### src/rtl/mem_access_unit.sv
// Memory-stage load/store unit: request/grant/response data bus master with
// byte-lane steering, store-data replication and load alignment/extension.
module mem_access_unit #(
  parameter int DATA_WIDTH = 32,
  parameter int ADDR_WIDTH = 32
) (
  input  logic                  clk,
  input  logic                  rst,
  input  logic                  M_mem_write,
  input  logic [1:0]            M_result_src,
  input  logic [1:0]            M_type_control,
  input  logic                  M_sign_ext_flag,
  input  logic [ADDR_WIDTH-1:0] M_alu_result,
  input  logic [DATA_WIDTH-1:0] M_write_data,
  output logic                  dmem_req,
  output logic                  dmem_we,
  output logic [ADDR_WIDTH-1:0] dmem_addr,
  output logic [3:0]            dmem_be,
  output logic [DATA_WIDTH-1:0] dmem_wdata,
  input  logic                  dmem_gnt,
  input  logic                  dmem_rvalid,
  input  logic [DATA_WIDTH-1:0] dmem_rdata,
  output logic                  lsu_stall,
  output logic [DATA_WIDTH-1:0] M_load_data,
  output logic                  misalign
);

  typedef enum logic [1:0] {S_IDLE, S_REQ, S_WAIT, S_DONE} state_e;

  state_e                  state_q, state_d;
  logic [DATA_WIDTH-1:0]   load_data_q, load_data_d;

  logic                    is_store, is_load, access, mis_cond;
  logic [3:0]              lane_be;
  logic [DATA_WIDTH-1:0]   store_data, shifted, load_ext;

  assign is_store = M_mem_write;
  assign is_load  = !M_mem_write && (M_result_src == 2'b01);
  assign access   = is_store || is_load;

  always_comb begin
    mis_cond = 1'b0;
    case (M_type_control)
      2'b00:   mis_cond = 1'b0;
      2'b01:   mis_cond = M_alu_result[0];
      default: mis_cond = (M_alu_result[1:0] != 2'b00);
    endcase
  end

  always_comb begin
    lane_be    = 4'b1111;
    store_data = M_write_data;
    case (M_type_control)
      2'b00: begin
        lane_be    = 4'b0001 << M_alu_result[1:0];
        store_data = {4{M_write_data[7:0]}};
      end
      2'b01: begin
        lane_be    = M_alu_result[1] ? 4'b1100 : 4'b0011;
        store_data = {2{M_write_data[15:0]}};
      end
      default: begin
        lane_be    = 4'b1111;
        store_data = M_write_data;
      end
    endcase
  end

  assign shifted = dmem_rdata >> {M_alu_result[1:0], 3'b000};

  always_comb begin
    load_ext = shifted;
    case (M_type_control)
      2'b00:   load_ext = {{(DATA_WIDTH-8){M_sign_ext_flag & shifted[7]}}, shifted[7:0]};
      2'b01:   load_ext = {{(DATA_WIDTH-16){M_sign_ext_flag & shifted[15]}}, shifted[15:0]};
      default: load_ext = shifted;
    endcase
  end

  // Bus outputs and stall are decoded from the current state; reset gates them
  // off in the same cycle so an abandoned access never drives the bus.
  always_comb begin
    state_d     = state_q;
    load_data_d = load_data_q;
    dmem_req    = 1'b0;
    lsu_stall   = 1'b0;
    misalign    = 1'b0;
    if (!rst) begin
      case (state_q)
        S_IDLE: begin
          if (access && mis_cond) begin
            misalign    = 1'b1;
            load_data_d = '0;
          end else if (access) begin
            dmem_req  = 1'b1;
            lsu_stall = 1'b1;
            if (dmem_gnt) state_d = is_store ? S_DONE : S_WAIT;
            else          state_d = S_REQ;
          end
        end
        S_REQ: begin
          dmem_req  = 1'b1;
          lsu_stall = 1'b1;
          if (dmem_gnt) state_d = is_store ? S_DONE : S_WAIT;
        end
        S_WAIT: begin
          lsu_stall = 1'b1;
          if (dmem_rvalid) begin
            load_data_d = load_ext;
            state_d     = S_DONE;
          end
        end
        default: state_d = S_IDLE;
      endcase
    end
  end

  assign dmem_we     = dmem_req && is_store;
  assign dmem_addr   = dmem_req ? {M_alu_result[ADDR_WIDTH-1:2], 2'b00} : '0;
  assign dmem_be     = dmem_req ? lane_be : 4'b0000;
  assign dmem_wdata  = dmem_we ? store_data : '0;
  assign M_load_data = misalign ? '0 : load_data_q;

  always_ff @(posedge clk) begin
    if (rst) begin
      state_q     <= S_IDLE;
      load_data_q <= '0;
    end else begin
      state_q     <= state_d;
      load_data_q <= load_data_d;
    end
  end

endmodule
### config.mk
export PLATFORM = sky130hd
export DESIGN_NAME = mem_access_unit
export DESIGN_NICKNAME = d
export VERILOG_FILES = /design/src/rtl/mem_access_unit.sv
export SDC_FILE = /design/constraint.sdc
export NUM_CORES = 1
export LEC_CHECK = 0
export ABC_AREA = 1
export BUFFER_PORTS_ARGS = -buffer_cell sky130_fd_sc_hd__buf_2
export CORE_MARGIN = 2
export CORE_UTILIZATION = 35
export DETAILED_ROUTE_END_ITERATION = 7
export GPL_ROUTABILITY_DRIVEN = 0
export GPL_TIMING_DRIVEN = 0
export PLACE_DENSITY = 0.75
export SLEW_MARGIN = 25
export SYNTH_ARGS = -nofsm -noshare
export SYNTH_HDL_FRONTEND = slang
export SYNTH_SLANG_ARGS = --single-unit
### constraint.sdc
create_clock -name clk -period 2.1 [get_ports clk]
set_input_delay 0.42 -clock clk [delete_from_list [all_inputs] [get_ports clk]]
set_output_delay 0.42 -clock clk [all_outputs]
set_load 0.02 [all_outputs]
==> run summary <==
The critical path crosses 10 cells after its start point. The critical path's largest stage delay is 0.35 ns, and the number of nets in the finished design is 929. Timing would allow up to 0.4270 GHz.

The die footprint is 9702 µm², and the static power due to leakage is 2.711 nW. The count of pins over their slew limit was 0. The post-synthesis instance area is 3125 µm², and the final number of hold-violating endpoints is 0.

In this run the worst path has a maximum fanout of 8. The logs give 34 for the number of clock sinks and 0.003973 ns for the worst clock skew on the final layout. Hold repair after CTS inserted 0 buffers. The proportion of synthesized flip-flops having asynchronous set or reset was 0%; the violation count after the first detailed-route iteration was 472. The slowest stage of the critical path is the sky130_fd_sc_hd__dfxtp_2 cell.

The logs give 0 for the total of warnings raised by yosys and 12 for the largest net degree at the start of global routing. The most frequent standard cell in the layout excluding fill and tap cells was sky130_fd_sc_hd__nand2_1. The tools report the initial core utilization as 36.01%. Counting cells, the worst reg-to-reg path comes to 11. Setup violations remaining at the end of the flow were counted as 69. After global routing the overflow that remains totals 0.

Startpoint kind of the worst setup timing path: a register. The average wire length per cell after detail routing was 16.03 µm; the area growth from synthesis to layout was 69.10%. The number of cells produced by synthesis came out at 588. The logs give 28 for the count of distinct cell types in the synthesized netlist and 4295 µm² for the area after detailed placement.

Cells with a size suffix above 1 make up 39.88% of the layout. STA classifies the critical path endpoint as a primary output. The clock passes through at most 2 buffers. After clock tree synthesis, the clock-pin slew on the worst setup and hold paths is 0.07 ns.

The portion of the clock cycle consumed by the worst path in the final layout was 111.5%. The data required time at the worst endpoint was 1.68 ns; the total non-filler cell area in the finished layout was 5285 µm². The tree is rooted in a sky130_fd_sc_hd__clkbuf_8. The category of cells accounting for the largest share of critical-path delay is simple AND/OR/NAND/NOR gates. Along the worst hold path, the cell count comes to 2. Clock network latency to the later pin of the worst-skew pair: 0.29 ns.

The tools report the overall power consumption as 0.004283 W. At the worst endpoint, the arrival time is 1.92 ns. Dividing total power by cell area gives a power density of 810.3 nW/µm².

The run gives 826 as the number of fill cells in the layout. For the worst setup margin, the log shows -0.2417 ns. For the area inside the core boundary, the log shows 8678 µm².

The total global-route track usage was 27.52%; the time the worst path needs with I/O delays and setup was 2.342 ns. The run gives 562.1 µV as the highest ir drop seen on vdd. The number of buffers added on ports was 206. For this run, the leading register cell type out of synthesis is sky130_fd_sc_hd__dfxtp_1. The pre-antenna-repair detailed-routing pass consisted of 5 iterations. The critical path goes through inv_2, ha_4, inv_4, nor2_4, nor2_2, nor2_4, nand2_8, buf_4, nor2_1, buf_4. Yosys mapped a number of flops with a built-in enable equal to 0.

TritonCTS built the clock tree. The number of antenna violations at the first check in global routing came out at 0. The die boundary width was 98.50 µm; the post-placement setup slack was -0.3113 ns.

The tools report the number of rows in the core area as 34. The final reports fail on setup timing. The average size of a mapped cell came out at 5.315 µm². The library cells used most frequently in the layout, excluding fill and tap cells, are sky130_fd_sc_hd__nand2_1, sky130_fd_sc_hd__buf_2, sky130_fd_sc_hd__inv_1.

Type of the worst min-delay path: reg2reg. The tools report the number of maximum-capacitance constraint violations as 0. The run gives 210 as the count of pins on the block boundary.

Sequential elements use 21.78% of the synthesized area. In the routed layout, each cell is associated on average with a via count of 5.025. The final standard cell count with taps included and fillers excluded is 929, and the total detailed-routing wirelength is 14.89 mm. The run finished, with violations left.

The class of the most critical setup path is reg2out. Die height: 98.50 µm. The number of instances in the placed design was 903. The depth of the CTS H-tree is 2, and the sum of negative setup slack is -11.32 ns. The run gives 59.95% as the headroom to the max-slew limit. The first global-routing pass estimated 21.51 mm of wire. The logs give 0 for the count of antenna-violating nets left after detailed routing and 4668 for the via total after detailed routing. The run gives 4174 as the number of global-route vias before repair. At the pin with the least slew margin, the transition time is 0.6007 ns. The synthesized design contains 34 register bits. The critical path contains buffers and inverters numbering 4 combined.

For the total DRC errors in the routed layout, the log shows 0. Setup repair after global routing could not meet its margin everywhere. TritonCTS created 5 clock buffers.

Detailed placement ended at an HPWL of 10.15 mm.
[timing repair]
action / CTS / global route
pin swaps: 6 / 4
gates cloned: 1 / 3
endpoints found under the setup margin: 100 / 104
gates resized for setup: 157 / 72
setup buffers: 10 / 4
[tightest hold or removal path, stage by stage, from the launching register on]
cell	delay (ns)
sky130_fd_sc_hd__dfxtp_1	0.31
sky130_fd_sc_hd__nand2_1	0.06
sky130_fd_sc_hd__a21oi_1	0.05
[cell type report]
type	instances	area, µm²	share of cell area [%]
buffer	34	286.5	5.421
sequential	34	685.7	12.97
clock inverter	2	12.51	0.2367
multi-input combinational	422	2166	40.98
inverter	98	382.9	7.244
antenna	1	2.502	0.04735
timing repair buffer	224	1531	28.98
tap	108	135.1	2.557
clock buffer	6	82.58	1.562
[registers in the layout (all words and copies together) (netlist names)]
signal	flops
state_q	2
load_data_q	32
[Yosys cell counts (2+ instances only)]
| cell type | number | share of area, % |
|---|---|---|
| sky130_fd_sc_hd__nor2_2 | 3 | 0.60 |
| sky130_fd_sc_hd__a21oi_1 | 57 | 9.1 |
| sky130_fd_sc_hd__o211ai_1 | 2 | 0.48 |
| sky130_fd_sc_hd__inv_1 | 93 | 11 |
| sky130_fd_sc_hd__buf_4 | 5 | 1.2 |
| sky130_fd_sc_hd__clkbuf_1 | 8 | 0.96 |
| sky130_fd_sc_hd__nand2_1 | 150 | 18 |
| sky130_fd_sc_hd__buf_1 | 4 | 0.48 |
| sky130_fd_sc_hd__o21ai_0 | 45 | 7.2 |
| sky130_fd_sc_hd__o22ai_1 | 7 | 1.4 |
| sky130_fd_sc_hd__dfxtp_1 | 34 | 22 |
| sky130_fd_sc_hd__buf_2 | 13 | 2.1 |
| sky130_fd_sc_hd__ha_1 | 4 | 1.6 |
| sky130_fd_sc_hd__nor2_1 | 122 | 15 |
| sky130_fd_sc_hd__nand2_2 | 3 | 0.60 |
| sky130_fd_sc_hd__buf_6 | 5 | 1.8 |
| sky130_fd_sc_hd__inv_2 | 5 | 0.60 |
| sky130_fd_sc_hd__nor2_4 | 2 | 0.72 |
| sky130_fd_sc_hd__nand3_2 | 2 | 0.64 |
| sky130_fd_sc_hd__nand3_1 | 16 | 2.6 |
[per-layer routing]
| layer | track usage (%) | vias up | wire [µm] |
|---|---|---|---|
| li1 | - | 2258 | - |
| met4 | 5.058 | 0 | 360 |
| met1 | 38.93 | 2050 | 6165 |
| met3 | 5.816 | 47 | 1566 |
| met5 | 0 | - | 0 |
| met2 | 43.69 | 313 | 6800 |
[cells by family (layout without fill, tap and decap cells)]
family / after synthesis / in the layout / synth area share, %
other: 1 / 3 / 0.1200
adder cells (fa/ha/maj): 4 / 4 / 1.601
buffers and inverters: 133 / 364 / 18.29
AND/OR/NAND/NOR: 302 / 302 / 39.23
AO/OA/AOI/OAI: 114 / 114 / 18.98
flip-flops: 34 / 34 / 21.78
[final timing paths]
kind              startpoint              end  slack [ns]
max               state_q[1]    dmem_wdata[0]       -0.24
max reg2reg       state_q[0]  load_data_q[11]        0.04
min          load_data_q[22]  load_data_q[22]        0.46
min reg2reg  load_data_q[22]  load_data_q[22]        0.46
[where the power goes]
group,internal [W],switching [W]
logic,0.00118,0.00181
clock network,0.000263,0.000244
registers,0.000732,0.0000604
[stage by stage]
| step | util (%) | hold WS, ns |
|---|---|---|
| 6_report | 60.90 | 0.4644 |
| 5_1_grt | 60.87 | 0.4818 |
| 4_1_cts | 57.02 | 0.4682 |
| 3_5_place_dp | 49.50 | 0.4570 |
| 3_3_place_gp | 49.50 | 0.4548 |
| 2_1_floorplan | - | 0.4436 |
Note: power is estimated with default switching activity, not from simulation.
